$ cat src/rtl/quad_wave_lut.sv
// Quarter-wave DDFS waveform lookup: phase + offset -> sine/cosine/triangle/square.
// Ports: clk, rst_n (async low), in_valid, phase, phase_ofs, mode -> out_valid, out_data (3-cycle latency).
//
// Parameters:
//   DATA_WIDTH  signed sample width, AMP = 2^(DATA_WIDTH-1)-1
//   ADDR_WIDTH  quarter-wave table address width, N = 2^ADDR_WIDTH entries
//   PHASE_WIDTH phase word width, >= ADDR_WIDTH+2; DATA_WIDTH-1 >= ADDR_WIDTH
//
// The quarter-wave table holds round(AMP*sin((i+0.5)*pi/(2N))). It is built
// at elaboration with fixed-point integer arithmetic, so the contents are set
// by the parameters alone and no image file has to be supplied.
module quad_wave_lut #(
    parameter int DATA_WIDTH  = 12,
    parameter int ADDR_WIDTH  = 7,
    parameter int PHASE_WIDTH = 16
) (
    input  logic                   clk,
    input  logic                   rst_n,
    input  logic                   in_valid,
    input  logic [PHASE_WIDTH-1:0] phase,
    input  logic [PHASE_WIDTH-1:0] phase_ofs,
    input  logic [1:0]             mode,
    output logic                   out_valid,
    output logic [DATA_WIDTH-1:0]  out_data
);

    localparam int MW = DATA_WIDTH - 1;
    localparam int N  = 1 << ADDR_WIDTH;
    localparam int SH = MW - ADDR_WIDTH;
    localparam int QW = ADDR_WIDTH + 2;

    localparam logic [MW-1:0] AMP = '1;
    localparam logic [PHASE_WIDTH-1:0] QTR =
        {2'b01, {(PHASE_WIDTH-2){1'b0}}};

    // pi in Q30
    localparam longint PI_Q30 = 64'sd3373259426;

    typedef enum logic [1:0] {
        M_SIN = 2'b00,
        M_COS = 2'b01,
        M_TRI = 2'b10,
        M_SQR = 2'b11
    } mode_e;

    // Taylor series of sin in Q30; every term stays below 2^63.
    function automatic logic [N*MW-1:0] build_rom();
        logic [N*MW-1:0] img;
        longint x, x2, term, acc, v;
        img = '0;
        for (int i = 0; i < N; i++) begin
            x    = (longint'(2*i+1) * PI_Q30) / longint'(4*N);
            x2   = (x * x) >>> 30;
            term = x;
            acc  = x;
            for (int k = 1; k <= 12; k++) begin
                term = -((term * x2) >>> 30)
                       / longint'((2*k) * (2*k+1));
                acc  = acc + term;
            end
            v = (longint'(AMP) * acc + (longint'(1) <<< 29)) >>> 30;
            img[i*MW +: MW] = v[MW-1:0];
        end
        return img;
    endfunction

    localparam logic [N*MW-1:0] ROM_IMG = build_rom();

    logic [MW-1:0] rom [N];

    for (genvar g = 0; g < N; g++) begin : g_rom
        assign rom[g] = ROM_IMG[g*MW +: MW];
    end

    // stage 1: offset add, cosine = sine advanced a quarter turn
    logic [PHASE_WIDTH-1:0] psum;
    logic                   unused_psum;

    always_comb begin
        psum = phase + phase_ofs + ((mode == 2'b01) ? QTR : '0);
    end

    // only the top QW bits address the table; the rest is truncated
    assign unused_psum = ^psum;

    logic          v1;
    logic [QW-1:0] p1;
    mode_e         m1;

    always_ff @(posedge clk or negedge rst_n) begin
        if (!rst_n) begin
            v1 <= 1'b0;
            p1 <= '0;
            m1 <= M_SIN;
        end else begin
            v1 <= in_valid;
            if (in_valid) begin
                p1 <= psum[PHASE_WIDTH-1 -: QW];
                m1 <= mode_e'(mode);
            end
        end
    end

    // stage 2: quadrant fold and table read
    logic [1:0]            q;
    logic [ADDR_WIDTH-1:0] a;
    logic [ADDR_WIDTH-1:0] fa;

    always_comb begin
        q  = p1[QW-1 -: 2];
        a  = p1[ADDR_WIDTH-1:0];
        fa = q[0] ? ~a : a;
    end

    logic                  v2;
    logic                  neg2;
    mode_e                 m2;
    logic [ADDR_WIDTH-1:0] fa2;
    logic [MW-1:0]         mag2;

    always_ff @(posedge clk or negedge rst_n) begin
        if (!rst_n) begin
            v2   <= 1'b0;
            neg2 <= 1'b0;
            m2   <= M_SIN;
            fa2  <= '0;
            mag2 <= '0;
        end else begin
            v2 <= v1;
            if (v1) begin
                neg2 <= q[1];
                m2   <= m1;
                fa2  <= fa;
                mag2 <= rom[fa];
            end
        end
    end

    // stage 3: waveform select and sign
    logic [MW-1:0]         mag_sel;
    logic [DATA_WIDTH-1:0] smag;
    logic [DATA_WIDTH-1:0] sample;

    always_comb begin
        mag_sel = '0;
        unique case (m2)
            M_SIN, M_COS: mag_sel = mag2;
            M_TRI:        mag_sel = MW'(fa2) << SH;
            M_SQR:        mag_sel = AMP;
            default:      mag_sel = '0;
        endcase
        // magnitude never reaches 2^MW, so negation cannot overflow
        smag   = {1'b0, mag_sel};
        sample = neg2 ? -smag : smag;
    end

    always_ff @(posedge clk or negedge rst_n) begin
        if (!rst_n) begin
            out_valid <= 1'b0;
            out_data  <= '0;
        end else begin
            out_valid <= v2;
            if (v2) begin
                out_data <= sample;
            end
        end
    end

endmodule

$ cat config.mk
export PLATFORM = sky130hd
export DESIGN_NAME = quad_wave_lut
export DESIGN_NICKNAME = d
export VERILOG_FILES = /design/src/rtl/quad_wave_lut.sv
export SDC_FILE = /design/constraint.sdc
export NUM_CORES = 1
export LEC_CHECK = 0
export CORE_ASPECT_RATIO = 1.75
export CORE_MARGIN = 2
export CORE_UTILIZATION = 42
export CTS_CLUSTER_SIZE = 16
export DETAILED_ROUTE_END_ITERATION = 8
export GPL_TIMING_DRIVEN = 0
export HOLD_SLACK_MARGIN = 0.03
export SETUP_SLACK_MARGIN = 0.05
export SYNTH_ARGS = -nofsm -noshare
export SYNTH_HDL_FRONTEND = slang
export SYNTH_SLANG_ARGS = --single-unit
$ cat constraint.sdc
create_clock -name clk -period 7.5 [get_ports clk]
set_input_delay 1.125 -clock clk [delete_from_list [all_inputs] [get_ports clk]]
set_output_delay 1.125 -clock clk [all_outputs]
set_load 0.005 [all_outputs]
# ---- Yosys cells after proc, flatten, opt, wreduce, memory -nomap -nowiden
# Memory sizes are Yosys's and may differ from the RTL's. A register that Yosys moved wholly into a read port is not among the register bits.
# Cells that the tools add are included.
dict set report op_classes {
  add_sub_neg 3
  multipliers 0
  div_mod_pow 0
  order_cmp 0
  eq_ne 4
  shift 0
  n_mux 4
  bitwise_logic 2
  reduce_logical 3
}
# cell n
set op_table {}
lappend op_table {{$pmux W11 S3} 1}
lappend op_table {{$add A16 B15 Y16} 1}
lappend op_table {{$add A16 B16 Y16} 1}
lappend op_table {{$mux W15} 1}
lappend op_table {{$mux W12} 1}
lappend op_table {{$neg A11 Y12} 1}
lappend op_table {{$not A7 Y8} 1}
lappend op_table {{$mux W7} 1}
lappend op_table {{$not A7 Y7} 1}
lappend op_table {{$eq A2 B1 Y1 const B} 2}
lappend op_table {{$eq A2 B2 Y1 const B} 2}
lappend op_table {{$logic_not A2 Y1} 1}
lappend op_table {{$reduce_or A2 Y1} 1}
lappend op_table {{$logic_not A1 Y1} 1}
dict set report totals {
  reg_bits 36
  latch_bits 0
  ram_bits 0
  romBits 1408
  inputBits 37
  out_inout_bits 13
  wordCells 26
  memories 1
}
# name words word_bits rd rd_clocked_by_memory_dff wr line_no
set memory_table {}
lappend memory_table {{(name not given)} 128 11 1 1 0 134} ;# mag2 <= rom[fa];

# ---- Longest topological paths before layout
dict set report logic_depth {
  ltp_word 5
  mapped_depth 13
  ltp_nobuf 10
}

# ---- Worst setup path before layout
# OpenSTA, ideal clock, no wires.
dict set report synth_path {
  path_type {input -> register}
  startpoint {in phase[3]}
  endpoint {reg p1[5]}
  setup_time_ns 0.090
  arrival_time_ns 2.917
  setup_slack_ns 4.493
  cell_stages 8
  n_path_buf 0
  path_cell_list {ha_1 -> ha_1 -> a21o_1 -> a221oi_2 -> o21ai_1 -> nor3_1 -> mux2_2 -> o221ai_1}
}
dict set report synth_via {
  elab_chain_cells 2
}
# item line_no
set synth_lines {}
lappend synth_lines {{start, declared} 20} ;# input logic [PHASE_WIDTH-1:0] phase,
lappend synth_lines {{$add A16 B16 Y16} 80} ;# psum = phase + phase_ofs + ((mode == 2'b01) ? QTR : '0);
lappend synth_lines {{$add A16 B15 Y16} 80}
lappend synth_lines {{end signal, assigned} 98} ;# p1 <= psum[PHASE_WIDTH-1 -: QW];
lappend synth_lines {{end, declared} 87} ;# logic [QW-1:0] p1;
# No other way between the ends.
# A chain may end at the register's enable or synchronous reset.

# ---- Worst setup path after layout
dict set report layout_path {
  startpoint {reg p1[7]}
  endpoint {reg mag2[4]}
}
dict set report layout_via {
  elab_chain_cells 2
}
# item line_no
set layout_lines {}
lappend layout_lines {{$mux W7} 112} ;# fa = q[0] ? ~a : a;
lappend layout_lines {{$not A7 Y8 (implied by the code)} 134}
lappend layout_lines {{end, declared} 119} ;# logic [MW-1:0] mag2;
# No other way between the ends.

==> results.cfg <==
[status]
status = finished, final reports clean

[yosys]
synthTopCellsByArea = dfrtp_1 19%, ha_1 8.0%, a21oi_1 6.1%
synth_warnings = 0
synthMuxAreaShare_pct = 5.88
synthCells = 787
syn_area_um2 = 6110
synth_nets = 864
synth_top_family_by_area = compound AO/OA/AOI/OAI gates
synthArstFlopShare_pct = 100
ys_seq_area_share_pct = 19.2
avgSynthCellArea_um2 = 7.77
synth_top_flop_cell = dfrtp_1
yosys.area.top_type_share_pct = 19.2
synth_top_area_cell = dfrtp_1
synth_compound_area_share_pct = 32.9
synth_edf_count = 0
synth-seq-cells = 47
synthDistinctLibCells = 90
yosys.area_share.adder_pct = 8.31
yosys.area_share.simple_pct = 21.0
synth_xor_xnor_area_share_pct = 4.22

[clock_network]
clock_path_buffers = 2
cts_tree = done
post_cts.repair.setup_buffers = 0
cts_root_buf = clkbuf_16
htreeDepth = 2
cts_hold_buf = 0
clkTransAtPathRegs_ns = 0.08
cts_buffers = 5
post_cts_resized = 0
clock-sinks = 47
clock_latency_ns = 0.30

[placed_design]
io_buffers = 49
hpwl_mm = 24.6
place_congestion = 1.07

[worst_setup_path]
cp_top_family = simple AND/OR/NAND/NOR gates
cp-end-kind = flop
worst-path-max-fanout = 10
worstPathArrival_ns = 4.62
path_cells = buf_2 -> xnor2_1 -> ha_1 -> clkbuf_1 -> nor3_1 -> a2111oi_0 -> a21oi_1 -> nor3_1 -> nor2_1 -> a31oi_1
required_ns = 7.66
crit_slowest_cell = xnor2_1
slowest_delay_ns = 1.03
crit_buf_inv = 2
worstSetupPathType = reg -> reg
crit_path_start_kind = flop
cp_common_cell = nor3_1
r2r_setup_slack_ns = 3.04

[detailed_routing]
first_pass_iters = 7
drtAntennaViolNets = 0
num_vias = 7421
vias_per_cell = 7.24
routed_wl_mm = 32.8
drt_iter0_markers = 1083
drc = 0
wl_per_cell_um = 32.0

[min_path]
worst_hold_path_type = reg -> reg

[cells_and_area]
diodes = 0
fill_cells = 1390
regArea_um2 = 1180
area_delta_synth_final_pct = 14.8
multi_input_area_um2 = 4420
fin_nets = 921
final_util_pct = 49.1
drive_gt1_share_pct = 11.7

[power]
p_per_area_nw_per_um2 = 466
p_leak_uw = 0.00277
peakVddDrop_mv = 0.174

[timing]
min_period_over_period_pct = 59.4
setup_violations = 0
rsz0062_at_grt = no
drv_slew = 0
hold_viol = 0
clock_skew_ns = 0.00779
fin_tns_setup_ns = 0
max_slew_margin_pct = 14.4
fmax_ghz = 0.224
min_period_ns = 4.46
worstMarginPinSlew_ns = 1.27

[grt]
antenna_found_initial = 0
grt_max_degree = 40
grt_pass1_vias = 7359
track_usage_pct = 42.5
grt_pass1_wl_mm = 47.4
gr-total-overflow = 0

[die]
pin_count = 50
core.rowCount = 58
die_area_um2 = 15600
dieHeight_um = 164
coreArea_um2 = 14300
start_util_pct = 42.8
die_x_um = 95.2

[job]
maxCapViolCount = 0
-- worst reg2reg max path: stages, from the launching register on --
cell	delay, ns
dfrtp_1	0.39
buf_2	0.22
xnor2_1	1.03
ha_1	0.42
clkbuf_1	0.29
nor3_1	0.93
a2111oi_0	0.27
a21oi_1	0.29
nor3_1	0.13
nor2_1	0.23
a31oi_1	0.11
-- where the power goes --
part           internal [uW]  switching [uW]  total [uW]
Clock                    159             118         277
Combinational            820            1750        2570
Sequential               348            73.4         421
-- layer usage --
| metal | wire length, um | up-vias | share of wire, % | GRT usage (%) |
|---|---|---|---|---|
| met5 | 0 | - | 0 | 0.694 |
| met4 | 4130 | 0 | 13 | 40.6 |
| met3 | 3470 | 250 | 11 | 13.8 |
| met2 | 14900 | 682 | 46 | 68.2 |
| met1 | 10200 | 3410 | 31 | 41.5 |
| li1 | - | 3079 | - | - |
-- cell usage after synthesis, types with 18 or more instances --
cell type  instances
nor2_1            65
nand2b_1          25
dfrtp_1           47
a21oi_1           74
inv_1             20
nor2b_1           18
o22ai_1           19
o21ai_0           34
clkbuf_1          22
ha_1              39
o21ai_1           18
nand2_1           50
buf_2             34
-- through the flow --
step / std cells / hold WS (ns) / cell area [um2] / total power [uW] / setup WS, ns
after CTS: 1025 / 0.391 / 7010 / 3080 / 3.39
after global placement: 1016 / 0.358 / 6830 / 2830 / 3.30
after detailed placement: 1017 / 0.373 / 6840 / 2800 / 3.41
final: 1025 / 0.393 / 7010 / 3270 / 3.04
after global routing: 1025 / 0.393 / 7010 / 3350 / 3.15
after floorplan: 787 / 0.352 / 6110 / 1910 / 4.49
-- state kept, by name, summed over array words and instances, names as in the netlist --
| name | flops |
|---|---|
| v2 | 1 |
| mag2 | 11 |
| out_data | 12 |
| m2 | 2 |
| v1 | 1 |
| m1 | 2 |
| neg2 | 1 |
| fa2 | 7 |
| p1 | 9 |
| out_valid | 1 |
-- final timing paths --
check                             startpoint  cells after the start                       end
max in group asynchronous              rst_n                      2         p1[0]$_DFFE_PN0P_
min                             v2$_DFF_PN0_                      0       out_valid$_DFF_PN0_
min in group asynchronous              rst_n                      1  out_data[10]$_DFFE_PN0P_
max                        p1[7]$_DFFE_PN0P_                     10       mag2[4]$_DFFE_PN0P_
max reg2reg                p1[7]$_DFFE_PN0P_                     10       mag2[4]$_DFFE_PN0P_
min reg2reg                     v2$_DFF_PN0_                      0       out_valid$_DFF_PN0_
-- layout by cell type, fill, tap and decap left out, types with 7 or more instances in the layout --
cell type | netlist | layout
and2_1 | 8 | 8
ha_1 | 39 | 39
o211ai_1 | 11 | 11
nand2_1 | 50 | 50
a211oi_1 | 15 | 15
nand4_1 | 9 | 9
nor2b_1 | 18 | 18
a221oi_1 | 13 | 13
nand3_1 | 13 | 13
a31oi_1 | 13 | 13
o21ai_0 | 34 | 34
nand3b_1 | 7 | 7
nor3_1 | 17 | 17
clkdlybuf4s50_1 | 0 | 48
buf_2 | 34 | 35
mux2i_1 | 12 | 12
and3_1 | 7 | 7
buf_6 | 12 | 12
nor2_1 | 65 | 65
o22ai_1 | 19 | 19
dfrtp_1 | 47 | 47
xnor2_1 | 11 | 11
clkbuf_1 | 22 | 22
a21oi_1 | 74 | 74
a21o_1 | 8 | 8
xor2_1 | 11 | 11
mux2_2 | 16 | 16
nand2b_1 | 25 | 25
o221ai_1 | 13 | 13
inv_1 | 20 | 20
o21ai_1 | 18 | 18
-- final cells by class --
class                           instances  share of cell area (%)
Buffer                                 76                    6.12
Clock buffer                            5                    1.78
Sequential cell                        47                    16.8
Tap cell                              180                    3.21
Clock inverter                          3                   0.660
Multi-Input combinational cell        640                    63.0
Inverter                               24                    1.28
Timing Repair Buffer                   50                    7.21
-- logic make-up (layout without fill, tap and decap cells) --
| family | Yosys count | count (layout) |
|---|---|---|
| buf+inv | 100 | 158 |
| mux | 31 | 31 |
| compound gates | 295 | 295 |
| flops | 47 | 47 |
| simple gates | 248 | 248 |
| xor+xnor | 26 | 26 |
| fa+ha+maj | 40 | 40 |
No activity file was read; power rests on OpenSTA's default activity.
